==> src/rtl/force_arbiter.sv <==
// force_arbiter: round-robin override controller for a W-bit net.
// Grants one requester at a time, holds its value, then releases.
module force_arbiter #(
   parameter int NREQ = 4,
   parameter int W    = 4,
   parameter int LW   = 8
) (
   input  logic                 clk,
   input  logic                 rst,
   input  logic [W-1:0]         func_val,
   input  logic [NREQ-1:0]      req,
   input  logic [NREQ*W-1:0]    req_val,
   input  logic [NREQ*LW-1:0]   req_len,
   output logic [NREQ-1:0]      grant,
   output logic                 forced,
   output logic                 done,
   output logic [W-1:0]         out_val
);

   localparam int IW = $clog2(NREQ);

   typedef enum logic [1:0] {
      IDLE,
      FORCE,
      RELEASE
   } state_t;

   state_t        state;
   logic [LW-1:0] cnt;
   logic [W-1:0]  hold_val;
   logic [IW-1:0] last;
   logic [IW-1:0] idx;
   logic [IW-1:0] pick;
   logic          found;
   logic [LW-1:0] pick_len;

   // Round-robin search upward from last+1, wrapping modulo NREQ.
   always_comb begin
      int j;
      logic [IW-1:0] jj;
      pick  = '0;
      found = 1'b0;
      j     = 0;
      jj    = '0;
      for (int off = 1; off <= NREQ; off++) begin
         j  = (int'(last) + off) % NREQ;
         jj = IW'(j);
         if (!found && req[jj]) begin
            found = 1'b1;
            pick  = jj;
         end
      end
   end

   // A zero length still gives a one-cycle override.
   always_comb begin
      pick_len = req_len[pick*LW +: LW];
      if (pick_len == '0)
         pick_len = LW'(1);
   end

   // Net mux: the latched value wins only while an override is live.
   assign out_val = forced ? hold_val : func_val;

   // Sequencer: grant, hold for cnt cycles (or until abort), pulse done.
   always_ff @(posedge clk or posedge rst) begin
      if (rst) begin
         state    <= IDLE;
         grant    <= '0;
         forced   <= 1'b0;
         done     <= 1'b0;
         cnt      <= '0;
         hold_val <= '0;
         last     <= IW'(NREQ - 1);
         idx      <= '0;
      end else begin
         unique case (state)
            IDLE: begin
               done <= 1'b0;
               if (found) begin
                  idx         <= pick;
                  hold_val    <= req_val[pick*W +: W];
                  cnt         <= pick_len;
                  grant       <= '0;
                  grant[pick] <= 1'b1;
                  forced      <= 1'b1;
                  state       <= FORCE;
               end
            end
            FORCE: begin
               if (!req[idx] || cnt == LW'(1)) begin
                  grant  <= '0;
                  forced <= 1'b0;
                  done   <= 1'b1;
                  last   <= idx;
                  cnt    <= '0;
                  state  <= RELEASE;
               end else begin
                  cnt <= cnt - LW'(1);
               end
            end
            RELEASE: begin
               done  <= 1'b0;
               state <= IDLE;
            end
            default: begin
               grant  <= '0;
               forced <= 1'b0;
               done   <= 1'b0;
               state  <= IDLE;
            end
         endcase
      end
   end

endmodule

==> config.mk <==
export PLATFORM = sky130hd
export DESIGN_NAME = force_arbiter
export DESIGN_NICKNAME = d
export VERILOG_FILES = /design/src/rtl/force_arbiter.sv
export SDC_FILE = /design/constraint.sdc
export NUM_CORES = 1
export LEC_CHECK = 0
export CAP_MARGIN = 10
export CORE_ASPECT_RATIO = 1.1
export CORE_MARGIN = 10
export CORE_UTILIZATION = 28
export DETAILED_ROUTE_END_ITERATION = 16
export GPL_ROUTABILITY_DRIVEN = 1
export HOLD_SLACK_MARGIN = 0.08
export PLACE_DENSITY = 0.65
export SLEW_MARGIN = 20
export SYNTH_ARGS = -nofsm -noshare
export SYNTH_HDL_FRONTEND = slang
export SYNTH_SLANG_ARGS = --single-unit
==> constraint.sdc <==
create_clock -name clk -period 5 [get_ports clk]
set_input_delay 0.5 -clock clk [delete_from_list [all_inputs] [get_ports clk]]
set_output_delay 0.5 -clock clk [all_outputs]
set_load 0.1 [all_outputs]
# Yosys cells after proc, flatten, opt, wreduce, memory -nomap -nowiden
# Index checks and enable logic that the tools add are counted.
[totals]
reg_bits = 24
word_cells = 81
in_bits = 58
[op_classes]
n_shift = 2
n_mux = 36
n_addsub = 5
bitwise = 1
n_eq_ne = 5
order_cmp = 7
reduce_logical = 17
[op_table]
columns = ["op", "n"]
rows = [
  ["$shiftx 32x6->8", 1],
  ["$mux 8", 3],
  ["$lt 2x3->1 const B", 6],
  ["$pmux 8 s2", 1],
  ["$shiftx 16x5->4", 1],
  ["$mux 1", 14],
  ["$mux 2", 6],
  ["$mux 4", 3],
  ["$pmux 4 s3", 1],
  ["$bmux 1 s2", 5],
  ["$eq 8x1->1 const B", 1],
  ["$logic_not 8->1", 1],
  ["$reduce_and 2->1", 4],
  ["$sub 8x1->8 const B", 1],
  ["$add 2x1->2 const B", 2],
  ["$add 2x2->2 const B", 2],
  ["$logic_and 1x1->1", 4],
  ["$logic_not 1->1", 4],
  ["$ne 2x2->1 const B", 2],
  ["$pmux 2 s2", 1],
  ["$pmux 1 s3", 1],
  ["$reduce_and 3->1", 1],
  ["$demux 1 s2", 1],
  ["$eq 2x1->1 const B", 1],
  ["6 further kinds", 6],
]

# Logic depth before layout (Yosys ltp)
# Gate-level depths: netlist (run 1).
[depth]
word_depth = 19
ltp_mapped = 10
ltp_nobuf = 9

# Worst setup path before layout (run 1)
# Ideal clock, no wire load.
[synth_timing]
path_kind = "register -> output"
from = "register forced"
to = "output out_val[0]"
path_slack_ns = 2.841
t_arrival_ns = 1.659
path_stages_with_launch = 2
cell_sequence = "dfrtp_1 > mux2_2"
[synth_via]
elab_chain_len = 1
[synth_rtl]
columns = ["element", "line", "source"]
rows = [
  ["start, declared", "15", "output logic forced,"],
  ["start signal, assigned", "70", "forced <= 1'b0;"],
  ["start signal, assigned", "86", "forced <= 1'b1;"],
  ["start signal, assigned", "93", "forced <= 1'b0;"],
  ["$mux 4", "63", "assign out_val = forced ? hold_val : func_val;"],
  ["end, declared", "17", "output logic [W-1:0] out_val"],
]
# Every way passes these cells.

# Final worst setup path (run 1)
[layout_timing]
from = "input req[3]"
to = "register cnt[0]"
[layout_via]
elab_chain_len = 17
elab_cells_between_ends = 34
[layout_rtl]
columns = ["element", "line", "source"]
rows = [
  ["start, declared", "11", "input logic [NREQ-1:0] req,"],
  ["$bmux 1 s2", "48", "if (!found && req[jj]) begin"],
  ["$mux 1 (implied by the code)", "48", ""],
  ["$mux 1", "48", ""],
  ["$logic_not 1->1", "48", ""],
  ["$logic_and 1x1->1", "48", ""],
  ["$mux 1", "48", ""],
  ["$logic_not 1->1", "48", ""],
  ["$logic_and 1x1->1", "48", ""],
  ["$mux 1", "48", ""],
  ["$logic_not 1->1", "48", ""],
  ["$logic_and 1x1->1", "48", ""],
  ["$mux 2", "48", ""],
  ["$shiftx 32x6->8", "57", "pick_len = req_len[pick*LW +: LW];"],
  ["$logic_not 8->1", "58", "if (pick_len == '0)"],
  ["$mux 8", "58", ""],
  ["$mux 8", "80", "if (found) begin"],
  ["$pmux 8 s2", "77", "unique case (state)"],
  ["end signal, assigned", "83", "cnt <= pick_len;"],
  ["end signal, assigned", "99", "cnt <= cnt - LW'(1);"],
  ["end, declared", "29", "logic [LW-1:0] cnt;"],
]
# Several ways; a longest one is shown, not always the timed one. The select of a mux whose other input is x is not followed.
# A chain may end at the register's enable or synchronous reset.

==> results.json, run 1 <==
{
  "status": "complete, no violations",
  "path_class": "input port to flop",
  "synth_top_area_frac": 0.3262,
  "timing.final.max_slew_violations": 0,
  "die_area_um2": 9537,
  "synth.mux.area_fraction": 0.05337,
  "yosysWarnings": 0,
  "cp_endpoint_kind": "flop",
  "first_global_vias": 1875,
  "cp_max_fo": 25,
  "finClkSkew_ns": 0.006475,
  "grt_antenna_before_repair": 0,
  "tritoncts.num_buffers": 3,
  "min_period_ns": 2.848,
  "total_routed_length_um": 5569,
  "synth_area_leader_cell": "dfrtp_1",
  "synthDistinctLibCells": 44,
  "final_hold_viol_count": 0,
  "synth_common_cells": "52 x nand2_1, 22 x dfrtp_1, 20 x a21oi_1",
  "async_reset_ff_frac": 1.000,
  "vias_per_cell": 5.042,
  "routed-wl-met3_um": 398,
  "buffer_ports.inserted": 67,
  "number_of_clock_sinks": 24,
  "cts.repair.resized": 0,
  "floorplan.initialDensity": 0.2907,
  "complex_gate_fraction_of_the_synthesized_area": 0.2557,
  "worstPathArrival_ns": 3.06,
  "post-route-period-util": 0.5696,
  "postRouteAntennaNets": 0,
  "synth-edff-count": 0,
  "yosys_register_bits": 24,
  "synth-seq-area-share": 0.3573,
  "dr.max_layer_used": "met4",
  "grt_start_max_net_pins": 27,
  "cellPowerDensity_nw_per_um2": 642.9,
  "dp_hpwl_um": 4333,
  "synthMostInstantiatedCell": "nand2_1",
  "timing.slew.headroom": 0.3359,
  "route.layer.met1.wl_um": 2463,
  "clk_latency_ns": 0.28,
  "grt_overflow_total": 0,
  "yosys.area_share.xor_xnor": 0,
  "finalSetupViolations": 0,
  "i_o_pins": 68,
  "root_buffer_cell": "clkbuf_8",
  "cap_violations": 0,
  "synthesis.nets": 274,
  "worst_ir_drop_vdd_mv": 0.3830,
  "timing.hold.ws_ns": 0.4851,
  "cts.clk_slew.worst_paths_ns": 0.09,
  "track_usage": 0.1203,
  "floorplan.core_area_um2": 5806,
  "vias": 1785,
  "largest_family_of_logic_cells_by_synthesized_area": "simple AND/OR/NAND/NOR gates",
  "areaGrowthSynthToFinish_pct": 45.07,
  "die_h_um": 101.4,
  "power_leakage_nw": 1.026,
  "wire_per_inst_um": 15.73,
  "ys_top_cells_by_area": "dfrtp_1 33%, nand2_1 12%, a21oi_1 5.9%, nand3_1 4.7%, mux2_2 4.0%",
  "avg_cell_area_syn_um2": 7.887,
  "routed-wl-met2_um": 2656,
  "crit_path_start_kind": "input port",
  "cts.repair_timing.setup_buffer_count": 0,
  "leading_register_cell_type_out_of_synthesis": "dfrtp_1",
  "dr.first_iter.drc_count": 107,
  "antenna_cells": 0,
  "report.power.total_w": 0.001574,
  "drive_gt1_frac": 0.07581,
  "post-place-cells": 350,
  "post-route-util": 0.4218,
  "rows": 29,
  "drt_first_pass_iters": 4,
  "max_freq_mhz": 351.1,
  "cp_data_required_time_ns": 5.21,
  "layout.cells.non_filler": 354,
  "tritoncts_clock_tree": "yes",
  "syn-instance-count": 214,
  "synthSimpleGateAreaFrac": 0.2661,
  "worst_pin_slew_ns": 0.9930,
  "clk_path_buf_depth": 2,
  "synth.cell_area_um2": 1688,
  "final_sum_of_negative_setup_slack_ns": 0,
  "nets": 338,
  "final_routed_drc_violation_total": 0,
  "clock_tree.htree_level_count": 1,
  "cts_hold_repair.buffers": 0,
  "synth_fa_ha_area_frac": 0.01483,
  "rd_place_congestion": 0.9302,
  "grt_setup_unrepaired": "no",
  "hold_path_class": "flop to flop",
  "grt_pass1_wl_um": 9301,
  "dieWidth_um": 94.03
}
==> logic make-up after synthesis <==
kind of cell	Yosys count
simple gates	99
compound gates	65
buf+inv	17
mux	7
fa+ha+maj	2
flops	24
==> registers in the layout, indices dropped and copies added (netlist names) <==
name / count
hold_val: 4
forced: 1
grant: 4
idx: 2
cnt: 8
done: 1
last: 2
state: 2
==> path summary, 6_finish.rpt <==
path,from,slack (ns),cells after the start,to
worst max register to register,last[0],2.31,7,cnt[0]
worst min register to register,hold_val[1],0.49,2,hold_val[1]
worst max-delay path,req[3],2.15,8,cnt[0]
max in group asynchronous,rst,3.69,2,state[0]
min in group asynchronous,rst,0.74,2,cnt[7]
worst min-delay path,hold_val[1],0.49,2,hold_val[1]
==> layer usage <==
layer	GRT usage	vias to the layer above
li1	-	893
met1	0.1456	831
met2	0.2001	55
met3	0.03846	6
met4	0.03275	0
met5	0	-
==> metrics by stage <==
| stage | area (um2) | worst slack (ns) |
|---|---|---|
| 4_1_cts | 2449 | 2.144 |
| 3_3_place_gp | 2404 | 1.942 |
| 6_report | 2449 | 2.152 |
| 2_1_floorplan | 1688 | 2.841 |
| 5_1_grt | 2449 | 1.875 |
| 3_5_place_dp | 2404 | 1.862 |
==> where the power goes <==
| part | switching (W) | internal, W |
|---|---|---|
| logic | 0.000703 | 0.000365 |
| clock network | 0.0000665 | 0.0000572 |
| registers | 0.0000883 | 0.000295 |
| total | 0.000857 | 0.000717 |
==> worst max-delay path, cell delays in order <==
cell             delay [ns]
clkdlybuf4s50_1        0.48
and2b_1                0.22
o21ai_2                0.17
nand3_1                0.64
nand2_1                0.25
a22oi_1                0.14
or4_1                  0.53
o21ai_1                0.13
==> cell type report <==
class,instances,area [um2]
fill,598,3357
multi-input combinational,173,996.0
timing repair buffer,68,678.2
sequential,24,603.1
tap,77,96.34
clock buffer,4,45.04
inverter,8,30.03
==> layout by cell type (no fill, tap or decap), types with 2 or more instances in the layout <==
cell type        Yosys  final
a32o_1               3      3
a21o_1               3      3
clkdlybuf4s50_1      0     67
a21oi_1             20     20
or4_1                2      2
dfrtp_1             22     22
o21ai_0             12     12
ha_1                 2      2
nor3_1               2      2
o2bb2ai_1            4      4
or2_2                2      2
nand2b_1             3      3
nand3_1             16     16
mux2_2               6      6
a21oi_2              2      2
nor2b_1              2      2
nand2_1             52     52
clkbuf_8             0      3
o22ai_1              2      2
dfstp_2              2      2
o21ai_1              2      2
inv_1                7      7
nor2_1              13     13
a22o_1               3      3
a22oi_1              7      7
Note: power is estimated with default switching activity, not from simulation.
==> run 2, diff against run 1 <==
- PLACE_DENSITY: 0.65 -> 0.67
- clock period: 5 -> 2.5 ns (I/O delays scaled with it)
==> run 2 against run 1 <==
- design area grew 5.0%
- worst setup slack got worse by 1.9 ns
- clock skew about the same
- clock-buffer cell count shrank 1
- critical path type is now flop to flop
- critical endpoint unchanged
==> results.json, run 2 (synthesis gave the netlist of run 1 again) <==
{
  "worst_pin_slew_ns": 0.5188,
  "cts_hold_repair.buffers": 0,
  "total_routed_length_um": 5616,
  "die_area_um2": 9537,
  "tritoncts.num_buffers": 3,
  "path_class": "flop to flop",
  "grt_start_max_net_pins": 25,
  "cp_endpoint_kind": "flop",
  "final_hold_viol_count": 0,
  "worst-r2r-setup-slack_ns": 0.23,
  "crit_path_start_kind": "flop",
  "rows": 29,
  "min_period_ns": 2.270,
  "dpl-instance-area_um2": 2496,
  "drt_first_pass_iters": 4,
  "i_o_pins": 68,
  "wire_per_inst_um": 15.26,
  "max_freq_mhz": 440.5,
  "areaGrowthSynthToFinish_pct": 52.26,
  "grt_antenna_before_repair": 0,
  "dieWidth_um": 94.03,
  "final_routed_drc_violation_total": 0,
  "clk_latency_ns": 0.27,
  "most-common-layout-cells": "57 x clkdlybuf4s50_1, 51 x nand2_1, 24 x buf_4",
  "commonest_non_fill_non_tap_cell_in_the_layout": "clkdlybuf4s50_1",
  "grt_setup_unrepaired": "no",
  "report.power.total_w": 0.003407,
  "design_area_um2": 2570,
  "tritoncts_clock_tree": "yes",
  "grt_pass1_wl_um": 9446,
  "number_of_clock_sinks": 24,
  "dr.first_iter.drc_count": 113,
  "cp_max_fo": 11,
  "cp_data_required_time_ns": 2.64,
  "dp_hpwl_um": 4491,
  "largestRegisters": "cnt: 8 flops, grant: 4 flops, hold_val: 4 flops",
  "die_h_um": 101.4,
  "register_containing_the_most_flip_flops_in_the_final_layout": "cnt",
  "floorplan.core_area_um2": 5806,
  "power_leakage_nw": 1.125,
  "vias_per_cell": 5.022,
  "rd_place_congestion": 0.8500,
  "post-route-period-util": 0.9081,
  "postRouteAntennaNets": 0,
  "worstPathArrival_ns": 2.41,
  "r2r-end": "cnt[0]",
  "antenna_cells": 0,
  "floorplan.initialDensity": 0.2907,
  "clk_path_buf_depth": 2,
  "root_buffer_cell": "clkbuf_8",
  "cts.repair.resized": 0,
  "timing.slew.headroom": 0.6515,
  "drive_gt1_frac": 0.1615,
  "clock_tree.htree_level_count": 1,
  "first_global_vias": 1954,
  "worst_ir_drop_vdd_mv": 0.6570,
  "finalSetupViolations": 0,
  "buffer_ports.inserted": 67,
  "cts.repair_timing.setup_buffer_count": 0,
  "track_usage": 0.1215,
  "largest_reg_flops": 8,
  "layout.cells.non_filler": 368,
  "status": "complete, no violations",
  "fillerInstances": 595,
  "cellPowerDensity_nw_per_um2": 1326,
  "grt_overflow_total": 0,
  "hold_path_class": "input port to asynchronous set/reset pin",
  "cap_violations": 0,
  "vias": 1848,
  "worst_r2r_path_depth": 7,
  "cts.clk_slew.worst_paths_ns": 0.09,
  "timing.final.max_slew_violations": 0,
  "finClkSkew_ns": 0.006962,
  "nets": 352,
  "beginning_of_the_worst_register_to_register_path": "cnt[5]",
  "post-place-cells": 364
}
[run 2: cell types whose count changed in the layout (fill, tap and decap cells not counted)]
cell / change
buf_4: +23
clkdlybuf4s50_1: -10
buf_12: +1
bufinv_16: +1
clkbuf_1: -1
nand2_1: -1
nand2_2: +1
[run 2: where the power goes]
| part | switching (W) | total (W) | internal (W) |
|---|---|---|---|
| logic | 0.00145 | 0.00229 | 0.000842 |
| registers | 0.000181 | 0.000770 | 0.000590 |
| clock network | 0.000131 | 0.000345 | 0.000214 |
[run 2: per-layer routing]
metal | GRT usage | part of all wire
met5 | 0 | 0
met3 | 0.04512 | 0.085
met2 | 0.1943 | 0.47
met1 | 0.1461 | 0.43
met4 | 0.04327 | 0.022
[run 2: layout make-up]
class | instances | area [um2] | area share
timing repair buffer | 82 | 770.7 | 0.2999
multi-input combinational | 173 | 998.5 | 0.3885
tap | 77 | 96.34 | 0.03749
clock buffer | 3 | 41.29 | 0.01607
sequential | 24 | 603.1 | 0.2347
clock inverter | 1 | 30.03 | 0.01168
inverter | 8 | 30.03 | 0.01168
[run 2: worst max-delay path, stage by stage, from the launching register on]
cell and delay [ns]:
dfrtp_1 0.42, or4_4 0.58, o41ai_2 0.35, inv_2 0.08
nand2_2 0.21, nor2_1 0.07, a221oi_1 0.31, o21ai_1 0.12
[run 2: worst max path at each step]
stage                        from      to  slack, ns  depth (start not counted)
final                      cnt[5]  cnt[0]       0.23                          7
after global routing      last[0]  cnt[0]       0.08                          8
after CTS                  cnt[5]  cnt[0]       0.12                          7
after detailed placement   req[1]  cnt[0]      -0.03                          9
after global placement     req[2]  cnt[0]       0.08                          9
after floorplan           last[0]  cnt[0]       0.44                          8
[run 2: per-stage QoR]
step             util  TNS (ns)  hold slack, ns  setup WS, ns
6_report       0.4427         0          0.3215        0.2296
5_1_grt        0.4427         0          0.3590       0.07630
4_1_cts        0.4422         0          0.3332        0.1160
3_5_place_dp   0.4300  -0.03127          0.4638      -0.03127
3_3_place_gp   0.4300         0          0.4596       0.08469
2_1_floorplan       -         0          0.2631        0.4445
